===== config.mk =====
export PLATFORM = sky130hd
export DESIGN_NAME = request_priority_encoder
export DESIGN_NICKNAME = d
export VERILOG_FILES = /design/src/rtl/request_priority_encoder.sv
export SDC_FILE = /design/constraint.sdc
export NUM_CORES = 1
export LEC_CHECK = 0
export ABC_AREA = 1
export CAP_MARGIN = 30
export CORE_ASPECT_RATIO = 1.5
export CORE_MARGIN = 3
export CORE_UTILIZATION = 25
export CTS_CLUSTER_DIAMETER = 100
export DETAILED_ROUTE_END_ITERATION = 10
export DONT_BUFFER_PORTS = 1
export GPL_ROUTABILITY_DRIVEN = 0
export PLACE_DENSITY = 0.41
export SETUP_SLACK_MARGIN = 0.2
export SLEW_MARGIN = 10
export SYNTH_ARGS = -nofsm -noshare
export SYNTH_HDL_FRONTEND = slang
export SYNTH_SLANG_ARGS = --single-unit

===== constraint.sdc =====
create_clock -name Clock -period 1.3 [get_ports Clock]
set_input_delay 0.39 -clock Clock [delete_from_list [all_inputs] [get_ports Clock]]
set_output_delay 0.39 -clock Clock [all_outputs]
set_load 0.1 [all_outputs]

===== src/rtl/request_priority_encoder.sv =====
// Sequential 8-to-3 priority encoder with pending-request latching and a valid/ack handshake.
// Define REQ_EDGE_DETECT_EN to capture rising edges instead of levels.
module request_priority_encoder #(
    parameter bit LOW_INDEX_FIRST = 1'b0
) (
    input  logic       Clock,
    input  logic       Reset,
    input  logic       Enable,
    input  logic [7:0] Request_Input,
    input  logic       Ack,
    output logic [2:0] Encoder_Output,
    output logic       Valid,
    output logic [7:0] Pending
);

    typedef enum logic {StIdle, StGrant} state_e;

    state_e     state_q, state_d;
    logic [7:0] pending_q, pending_d;
    logic [7:0] capture, set_mask, clr_mask;
    logic [2:0] code_q, code_d;
    logic [2:0] winner;

`ifdef REQ_EDGE_DETECT_EN
    logic [7:0] prev_q;

    // History tracks the raw lines even while capture is frozen.
    always_ff @(posedge Clock) begin
        if (Reset) begin
            prev_q <= 8'h00;
        end else begin
            prev_q <= Request_Input;
        end
    end

    assign capture = Request_Input & ~prev_q;
`else
    assign capture = Request_Input;
`endif

    assign set_mask = Enable ? capture : 8'h00;

    // Scan toward the highest-priority end so the last hit wins.
    always_comb begin : sel_winner
        winner = 3'd0;
        if (LOW_INDEX_FIRST) begin
            for (int i = 7; i >= 0; i--) begin
                if (pending_q[i]) winner = 3'(i);
            end
        end else begin
            for (int i = 0; i < 8; i++) begin
                if (pending_q[i]) winner = 3'(i);
            end
        end
    end

    always_comb begin : fsm_next
        state_d  = state_q;
        code_d   = code_q;
        clr_mask = 8'h00;
        unique case (state_q)
            StIdle: begin
                if (|pending_q) begin
                    code_d  = winner;
                    state_d = StGrant;
                end
            end
            StGrant: begin
                if (Ack) begin
                    clr_mask = 8'h01 << code_q;
                    state_d  = StIdle;
                end
            end
        endcase
        // A new capture on the retiring bit keeps it pending.
        pending_d = (pending_q & ~clr_mask) | set_mask;
    end

    always_ff @(posedge Clock) begin
        if (Reset) begin
            state_q   <= StIdle;
            pending_q <= 8'h00;
            code_q    <= 3'd0;
        end else begin
            state_q   <= state_d;
            pending_q <= pending_d;
            code_q    <= code_d;
        end
    end

    assign Encoder_Output = code_q;
    assign Valid          = (state_q == StGrant);
    assign Pending        = pending_q;

endmodule


==> impl_metrics.yaml <==
routing:
  viasPerCell: 4.72
  wl_per_cell_um: 12.7
  drt-total-wl_mm: 1.69
  first_iter_violations: 9
  via_count: 628
  first_pass_iters: 4
  ant_nets: 0
  drc: 0
pwr:
  power_mw: 1.36
  ir_drop_mv: 0.720
  p_per_area_nw_per_um2: 1290
  p_leak_nw: 0.461
sta:
  finalHoldViolations: 0
  worst-slew-pin-transition_ns: 0.216
  slew_headroom: 0.856
  fin_crit_sh: 0.926
  timing.final.ws_setup_ns: 0.0956
  whs_ns: 0.155
  setup_viol: 0
  fmax_mhz: 830
  rsz0062_at_grt: "true"
  setup_tns_ns: 0
  fin_skew_ns: 0.00290
  finalCriticalPeriod_ns: 1.20
  maxSlewViolCount: 0
yosys:
  synth_top_area_cell: "dfxtp_1"
  yosysWarningCount: 0
  synth_cell_types: 15
  synth_top_area_frac: 0.418
  syn_avg_cell_area_sq_um: 6.68
  synth_seq_area_share: 0.418
  synth_area_leaders: "dfxtp_1 42%, nand2_1 15%, a21oi_1 7.8%"
  synthesis.area_sq_um: 574
  synth_seq_cells: 12
  syn_inst: 86
  syn_nets: 98
worst_setup_path:
  cp-start-kind: "flip-flop"
  crit_type: "flip-flop to primary output"
  critPathTopFamily: "flip-flops"
  crit_slowest_cell: "dfxtp_4"
  cp-end-kind: "primary output"
  cp_cell_sequence: "buf_12"
  worst-path-buf-inv: 1
  required_ns: 0.91
  critPathMaxStageDelay_ns: 0.37
  crit_arrival_ns: 0.81
  crit_path_max_fanout: 2
floorplanning:
  core-area_sq_um: 2100
  die_y_um: 64.7
  die_area_sq_um: 2920
  fp.dieW_um: 45.1
  start_util: 0.273
  core.rowCount: 20
  ios: 24
clock_network:
  clock_latency_ns: 0.28
  clkTransAtPathRegs_ns: 0.08
  htreeDepth: 1
  cts_tree: "yes"
  cts_buffer_depth: 2
  cts.sinks: 12
  cts_root_buf: "clkbuf_4"
  ctsHoldBuffers: 0
  cts-buffers-inserted: 3
final_layout:
  fin_util: 0.499
  drive_above_1_share: 0.450
  seqCellArea_sq_um: 285
  final_cells: 133
  final_net_count: 125
  area_delta_synth_final_pct: 82.8
  nFillCells: 213
  final_cell_area_sq_um: 1050
  diodes: 0
  multi_input_area_sq_um: 328
grt:
  grt_pass1_wl_mm: 2.74
  grt_pass1_vias: 616
  grt_max_degree: 12
  grtUsageTotal: 0.129
  grt_antenna_before_repair: 0
  overflow: 0
place:
  numPortBuffers: 0
  placed_area_sq_um: 835
  dp_hpwl_mm: 1.24
  placed_cells: 118
  place_ws_ns: 0.272
job:
  maxCapViolCount: 0
worst_hold_path:
  hold_class: "input pin to flip-flop"
outcome:
  status: "finished clean"
[state kept, by name, summed over array words and instances, names as in the netlist]
signal          flops
Pending             8
Encoder_Output      3
Valid               1
[final timing paths]
check             cells past startpoint                      startpoint  slack [ns]                             end
setup / recovery                      1           Pending[4]$_SDFF_PP0_         0.1                      Pending[4]
setup reg to reg                      7           Pending[5]$_SDFF_PP0_        0.19  Encoder_Output[0]$_SDFFE_PP0P_
hold reg to reg                       3  Encoder_Output[2]$_SDFFE_PP0P_        0.61  Encoder_Output[2]$_SDFFE_PP0P_
hold / removal                        1                           Reset        0.16  Encoder_Output[2]$_SDFFE_PP0P_
[routing by layer]
metal / up-vias / GRT usage / wire length, um
li1: 325 / - / -
met1: 281 / 0.149 / 689
met2: 17 / 0.213 / 845
met3: 5 / 0.0222 / 105
met4: 0 / 0.0769 / 44
met5: - / 0 / 0
[power breakdown]
| part | internal [mW] | leakage, nW | switching [mW] | total, mW |
|---|---|---|---|---|
| registers | 0.405 | 0.107 | 0.0394 | 0.445 |
| logic | 0.255 | 0.341 | 0.420 | 0.675 |
| clock network | 0.107 | 0.0138 | 0.128 | 0.236 |
[cell usage after synthesis, drive strengths merged]
cell type	number
a21boi	1
a21oi	10
clkbuf	2
dfxtp	12
inv	11
nand2	25
nand3	2
nand3b	1
nor2	13
o21ai	9
[cell type report]
type | count | share of cell area
repair buffers | 24 | 0.329
multi-input cells | 61 | 0.312
clock buffers | 3 | 0.0215
well taps | 22 | 0.0262
flip-flops and latches | 12 | 0.272
inverters | 11 | 0.0393
[placed cells by master (no fill, tap or decap)]
master	instances
nand2_1	23
nor2_1	6
nand3_1	2
o21ai_1	8
buf_4	8
a21boi_1	1
inv_1	11
buf_12	12
buf_6	4
nor2_2	2
a21oi_2	1
nand3b_1	1
nand2_4	2
nor2_4	5
dfxtp_4	12
a21oi_1	9
clkbuf_4	3
o21ai_2	1
[repair_timing]
action / 4_1_cts / 5_1_grt
buffers inserted: 12 / 0
setup endpoints to repair: 12 / 21
gates resized for setup: 12 / 17
pin swaps: 0 / 7
[cell families (layout without fill, tap and decap cells)]
| logic type | after synthesis | count (layout) | share of synthesized area |
|---|---|---|---|
| compound gates | 20 | 20 | 0.192 |
| flops | 12 | 12 | 0.418 |
| simple gates | 41 | 41 | 0.305 |
| buf+inv | 13 | 38 | 0.0850 |
Note: power is estimated with default switching activity, not from simulation.
